**src/rtl/seg_bcd_display.sv**
```systemverilog
// Sequential double-dabble binary-to-BCD converter driving active-low 7-segment digits.
// Optional feature macro: SEG_LZ_BLANK_EN (leading-zero blanking).
module seg_bcd_display #(
  parameter int IN_W   = 7,
  parameter int DIGITS = 3
) (
  input  logic                  CLOCK_50,
  input  logic                  KEY0,
  input  logic [IN_W-1:0]       bin_in,
  input  logic                  load,
  output logic                  busy,
  output logic                  done,
  output logic                  ovf,
  output logic [7*DIGITS-1:0]   seg_out
);

  localparam int CNT_W = $clog2(IN_W + 1);
  localparam int BCD_W = 4 * DIGITS;

  localparam logic [6:0] SEG_BLANK = 7'b1111111;
  localparam logic [6:0] SEG_DASH  = 7'b1111110;

  typedef enum logic [1:0] {
    S_IDLE  = 2'd0,
    S_SHIFT = 2'd1,
    S_CONV  = 2'd2
  } state_t;

  function automatic logic [31:0] max_display(input int n);
    logic [31:0] p;
    p = 32'd1;
    for (int i = 0; i < n; i++) begin
      p = p * 32'd10;
    end
    return p - 32'd1;
  endfunction

  function automatic logic [6:0] seg_encode(input logic [3:0] nib);
    logic [6:0] s;
    case (nib)
      4'd0:    s = 7'b0000001;
      4'd1:    s = 7'b1001111;
      4'd2:    s = 7'b0010010;
      4'd3:    s = 7'b0000110;
      4'd4:    s = 7'b1001100;
      4'd5:    s = 7'b0100100;
      4'd6:    s = 7'b0100000;
      4'd7:    s = 7'b0001111;
      4'd8:    s = 7'b0000000;
      4'd9:    s = 7'b0000100;
      default: s = 7'b1111111;
    endcase
    return s;
  endfunction

  // Largest value that fits in DIGITS decimal digits; 32 bits covers IN_W+1 for IN_W<=20.
  localparam logic [31:0] MAX_VAL = max_display(DIGITS);

  state_t                r_state;
  state_t                w_state_next;
  logic [IN_W-1:0]       r_bin;
  logic [BCD_W-1:0]      r_bcd;
  logic [CNT_W-1:0]      r_cnt;
  logic                  r_ovf_next;
  logic                  r_ovf;
  logic                  r_busy;
  logic                  r_done;
  logic [7*DIGITS-1:0]   r_seg;

  logic                  w_ovf_in;
  logic                  w_last_shift;
  logic [BCD_W-1:0]      w_bcd_adj;
  logic [7*DIGITS-1:0]   w_seg_next;
  logic [3:0]            w_nib;
  logic                  w_shown;

  assign w_ovf_in     = ({{(32-IN_W){1'b0}}, bin_in} > MAX_VAL);
  assign w_last_shift = (r_cnt == CNT_W'(1));

  // State register
  always_ff @(posedge CLOCK_50) begin
    if (!KEY0) begin
      r_state <= S_IDLE;
    end else begin
      r_state <= w_state_next;
    end
  end

  // Next-state logic
  always_comb begin
    w_state_next = r_state;
    case (r_state)
      S_IDLE: begin
        if (load) begin
          w_state_next = S_SHIFT;
        end else begin
          w_state_next = S_IDLE;
        end
      end
      S_SHIFT: begin
        if (w_last_shift) begin
          w_state_next = S_CONV;
        end else begin
          w_state_next = S_SHIFT;
        end
      end
      S_CONV:  w_state_next = S_IDLE;
      default: w_state_next = S_IDLE;
    endcase
  end

  // Add-3 correction on every BCD nibble that is 5 or more, ahead of the shift
  always_comb begin
    w_bcd_adj = r_bcd;
    for (int k = 0; k < DIGITS; k++) begin
      if (r_bcd[4*k +: 4] >= 4'd5) begin
        w_bcd_adj[4*k +: 4] = r_bcd[4*k +: 4] + 4'd3;
      end else begin
        w_bcd_adj[4*k +: 4] = r_bcd[4*k +: 4];
      end
    end
  end

  // Segment image for the finished BCD value, scanned from the top digit down
  always_comb begin
    w_seg_next = {(7*DIGITS){1'b1}};
    w_nib      = 4'd0;
    w_shown    = 1'b0;
    for (int k = DIGITS - 1; k >= 0; k--) begin
      w_nib = r_bcd[4*k +: 4];
`ifdef SEG_LZ_BLANK_EN
      if ((w_nib != 4'd0) || (k == 0)) begin
        w_shown = 1'b1;
      end else begin
        w_shown = w_shown;
      end
`else
      w_shown = 1'b1;
`endif
      if (r_ovf_next) begin
        w_seg_next[7*k +: 7] = SEG_DASH;
      end else if (w_shown) begin
        w_seg_next[7*k +: 7] = seg_encode(w_nib);
      end else begin
        w_seg_next[7*k +: 7] = SEG_BLANK;
      end
    end
  end

  // Datapath and registered outputs; seg_out only changes in CONV so it never flickers
  always_ff @(posedge CLOCK_50) begin
    if (!KEY0) begin
      r_bin      <= '0;
      r_bcd      <= '0;
      r_cnt      <= '0;
      r_ovf_next <= 1'b0;
      r_ovf      <= 1'b0;
      r_busy     <= 1'b0;
      r_done     <= 1'b0;
      r_seg      <= {(7*DIGITS){1'b1}};
    end else begin
      r_done <= 1'b0;
      case (r_state)
        S_IDLE: begin
          if (load) begin
            r_bin      <= bin_in;
            r_bcd      <= '0;
            r_cnt      <= CNT_W'(IN_W);
            r_ovf_next <= w_ovf_in;
            r_busy     <= 1'b1;
          end else begin
            r_busy     <= 1'b0;
          end
        end
        S_SHIFT: begin
          // The carry out of the top nibble falls off the end here
          {r_bcd, r_bin} <= {w_bcd_adj[BCD_W-2:0], r_bin, 1'b0};
          r_cnt          <= r_cnt - CNT_W'(1);
        end
        S_CONV: begin
          r_seg  <= w_seg_next;
          r_ovf  <= r_ovf_next;
          r_done <= 1'b1;
          r_busy <= 1'b0;
        end
        default: begin
          r_busy <= 1'b0;
        end
      endcase
    end
  end

  assign busy    = r_busy;
  assign done    = r_done;
  assign ovf     = r_ovf;
  assign seg_out = r_seg;

endmodule

```
**config.mk**
```make
export PLATFORM = sky130hd
export DESIGN_NAME = seg_bcd_display
export DESIGN_NICKNAME = d
export VERILOG_FILES = /design/src/rtl/seg_bcd_display.sv
export SDC_FILE = /design/constraint.sdc
export NUM_CORES = 1
export LEC_CHECK = 0
export ABC_CLOCK_PERIOD_IN_PS = 2300
export CELL_PAD_IN_SITES_DETAIL_PLACEMENT = 0
export CELL_PAD_IN_SITES_GLOBAL_PLACEMENT = 1
export CORE_MARGIN = 8
export CORE_UTILIZATION = 40
export DETAILED_ROUTE_END_ITERATION = 8
export PLACE_DENSITY = 0.83
export SYNTH_ARGS = -nofsm -noshare
export SYNTH_HDL_FRONTEND = slang
export SYNTH_SLANG_ARGS = --single-unit
```
**constraint.sdc**
```tcl
create_clock -name CLOCK_50 -period 2.3 [get_ports CLOCK_50]
set_input_delay 0.575 -clock CLOCK_50 [delete_from_list [all_inputs] [get_ports CLOCK_50]]
set_output_delay 0.575 -clock CLOCK_50 [all_outputs]
set_load 0.01 [all_outputs]
```
==> results_dict.tcl <==
set metrics [dict create \
    run_status "completed" \
    cts_hold_repair.buffers 0 \
    timing.fmax_mhz 547 \
    synthesis.yosys.warnings 0 \
    drt-total-wl_um 5310 \
    utilization 0.484 \
    totalNegativeSetupSlack_ns 0 \
    maxSlewViolCount 0 \
    cp_data_arrival_time_ns 2.06 \
    yosys_most_used_dff "sky130_fd_sc_hd__dfxtp_1" \
    transition_at_the_pin_with_the_smallest_max_transition_slack_ns 0.693 \
    fp.dieArea_um2 8760 \
    grt_first_pass_wirelength_um 9320 \
    netlist_area_um2 2410 \
    place_congestion 0.903 \
    timing.max_cap.violations 0 \
    antenna-diode-count 0 \
    grt.overflow.total 0 \
    largest_net_degree_at_the_start_of_global_routing 26 \
    critical-path-top-delay-family "flip-flops" \
    yosys.area.top_type "sky130_fd_sc_hd__dfxtp_1" \
    top_layer "met4" \
    ctsHtreeMaxLevel 2 \
    cts-root-to-sink-buffers 2 \
    period_share 0.795 \
    grt_pass1_vias 2006 \
    class_of_the_most_critical_hold_timing_path "reg -> reg" \
    core-area_um2 5890 \
    ant_nets 0 \
    grt_usage 0.128 \
    row_count 28 \
    synth.net_count 321 \
    areaGrowthSynthToFinish_pct 18.2 \
    multi_input_area_um2 1300 \
    synthTopCellsByCount "sky130_fd_sc_hd__dfxtp_1 (47), sky130_fd_sc_hd__nand2_1 (36), sky130_fd_sc_hd__o21ai_0 (28)" \
    setup_viol 0 \
    drive_above_1_share 0.0563 \
    numCtsBuffers 5 \
    area.sequential_um2 941 \
    met1_length_um 2590 \
    vias 2030 \
    power_per_cell_area_nw_per_um2 530 \
    worstSetupPathType "reg -> reg" \
    cts_post_setup_buffers_inserted 0 \
    synth.ff_latch_count 47 \
    worst-path-max-fanout 8 \
    rsz0062_at_grt "no" \
    io_pins 34 \
    routed-wl-met3_um 277 \
    clkSlewWorstSetupHoldPaths_ns 0.09 \
    hold_viol 0 \
    slew_headroom 0.538 \
    timing.clock.skew_ns 0.00614 \
    timing.final.crit_period_ns 1.83 \
    routed_wire_length_per_instance_um 13.4 \
    chipWidth_um 93.6 \
    synth_area_leaders "sky130_fd_sc_hd__dfxtp_1 (39%), sky130_fd_sc_hd__ha_1 (9.4%), sky130_fd_sc_hd__o21ai_0 (5.8%)" \
    number_of_distinct_library_cell_variants_in_the_gate_level_netlist_after_synthesis 43 \
    ys_async_sr_fraction 0 \
    detail_route.drc_violations 0 \
    post_cts.resized_instances 0 \
    synth-seq-area-share 0.391 \
    drt-initial-drc-count 98 \
    synthMostInstantiatedCell "sky130_fd_sc_hd__dfxtp_1" \
    slowest_delay_ns 0.50 \
    total_number_of_clock_tree_sinks 47 \
    syn-mean-instance-area_um2 8.22 \
    die_height_um 93.6 \
    port_buffers 32 \
    r2r_setup_slack_ns 0.47 \
    fillCellCount 610 \
    number_of_iterations_in_the_first_detailed_routing_pass 4 \
    cp_num_buf_inv 1 \
    crit_path_cell_trace "inv_1, ha_1, nand2b_1, a21oi_1, mux2_2, o21ai_0" \
    syn_inst 293 \
    route.met2.wl_um 2390 \
    timing.critical_path.from_type "flip-flop" \
    vdd.ir_drop.worst_v 0.000263 \
    insertion_delay_ns 0.29 \
    tritoncts "done" \
    synth-edff-count 0 \
    slowest_stage "sky130_fd_sc_hd__dfxtp_1" \
    timing.critical_path.required_ns 2.53 \
    viasPerCell 5.14 \
    clock_tree.root_cell "sky130_fd_sc_hd__clkbuf_8" \
    worst_setup_path_end_kind "flip-flop" \
    power.static_leakage_nw 1.09 \
    post-dp-hpwl_um 3850 \
    antenna_found_initial 0 \
    final_nets 347 \
    netlist.area_leader.share 0.391 \
    initial_utilization 0.409 \
]
==> worst register-to-register path, stage by stage (launching register included) <==
cell and delay (ns):
sky130_fd_sc_hd__dfxtp_1 0.50, sky130_fd_sc_hd__inv_1 0.13, sky130_fd_sc_hd__ha_1 0.22, sky130_fd_sc_hd__nand2b_1 0.14
sky130_fd_sc_hd__a21oi_1 0.28, sky130_fd_sc_hd__mux2_2 0.37, sky130_fd_sc_hd__o21ai_0 0.12
==> sequential cells by signal, summed over array words and instances (netlist names) <==
name	flops
done	1
r_bcd	12
r_cnt	3
r_bin	7
seg_out	21
r_state	2
busy	1
==> where the power goes <==
group,switching [W],total [W],internal (W)
registers,0.0000167,0.000859,0.000843
clock network,0.000272,0.000480,0.000209
logic,0.0000931,0.000170,0.0000773
==> logic make-up (layout without fill, tap and decap cells) <==
group / after synthesis / after routing / share of synthesized area
buf+inv: 37 / 64 / 0.0680
other cells: 1 / 1 / 0.00156
xor+xnor: 6 / 6 / 0.0218
simple gates: 83 / 83 / 0.158
flops: 47 / 47 / 0.391
mux: 4 / 4 / 0.0171
compound gates: 97 / 97 / 0.249
fa+ha+maj: 18 / 18 / 0.0935
==> final timing paths <==
kind / end / cells past startpoint / startpoint
max reg2reg: r_bcd[2] / 6 / r_bcd[1]
max: r_bcd[2] / 6 / r_bcd[1]
min reg2reg: seg_out[1] / 2 / seg_out[1]
min: seg_out[1] / 2 / seg_out[1]
==> final cells by class <==
cell class / instances / area share
clock buffer: 5 / 0.0242
clock inverter: 3 / 0.00527
inverter: 20 / 0.0264
multi-input combinational: 209 / 0.458
sequential: 47 / 0.330
tap: 75 / 0.0330
timing repair buffer: 36 / 0.123
==> layer usage <==
metal	up-vias	GRT usage
met5	-	0
met4	0	0.0423
met3	4	0.0313
met2	38	0.202
met1	923	0.166
li1	1065	-
==> stage by stage <==
step                      instances  power, W  worst slack [ns]  area (um^2)  hold slack (ns)
after CTS                       395   0.00153             0.457         2850            0.482
after global placement          387   0.00105             0.410         2760            0.451
after floorplan                 293  0.000987             0.696         2410            0.435
after detailed placement        387   0.00105             0.360         2760            0.461
after global routing            395   0.00160             0.338         2850            0.494
final                           395   0.00151             0.472         2850            0.476
==> layout by cell type, fill, tap and decap left out, types with 6 or more instances in the layout <==
master,netlist,layout
sky130_fd_sc_hd__dfxtp_1,47,47
sky130_fd_sc_hd__nand2_1,36,36
sky130_fd_sc_hd__clkdlybuf4s50_1,0,32
sky130_fd_sc_hd__o21ai_0,28,28
sky130_fd_sc_hd__a21oi_1,25,25
sky130_fd_sc_hd__nor2_1,22,22
sky130_fd_sc_hd__inv_1,20,20
sky130_fd_sc_hd__ha_1,18,18
sky130_fd_sc_hd__nand2b_1,11,11
sky130_fd_sc_hd__o22ai_1,10,10
sky130_fd_sc_hd__xnor2_1,6,6
Power figures use the tool's default switching activity.
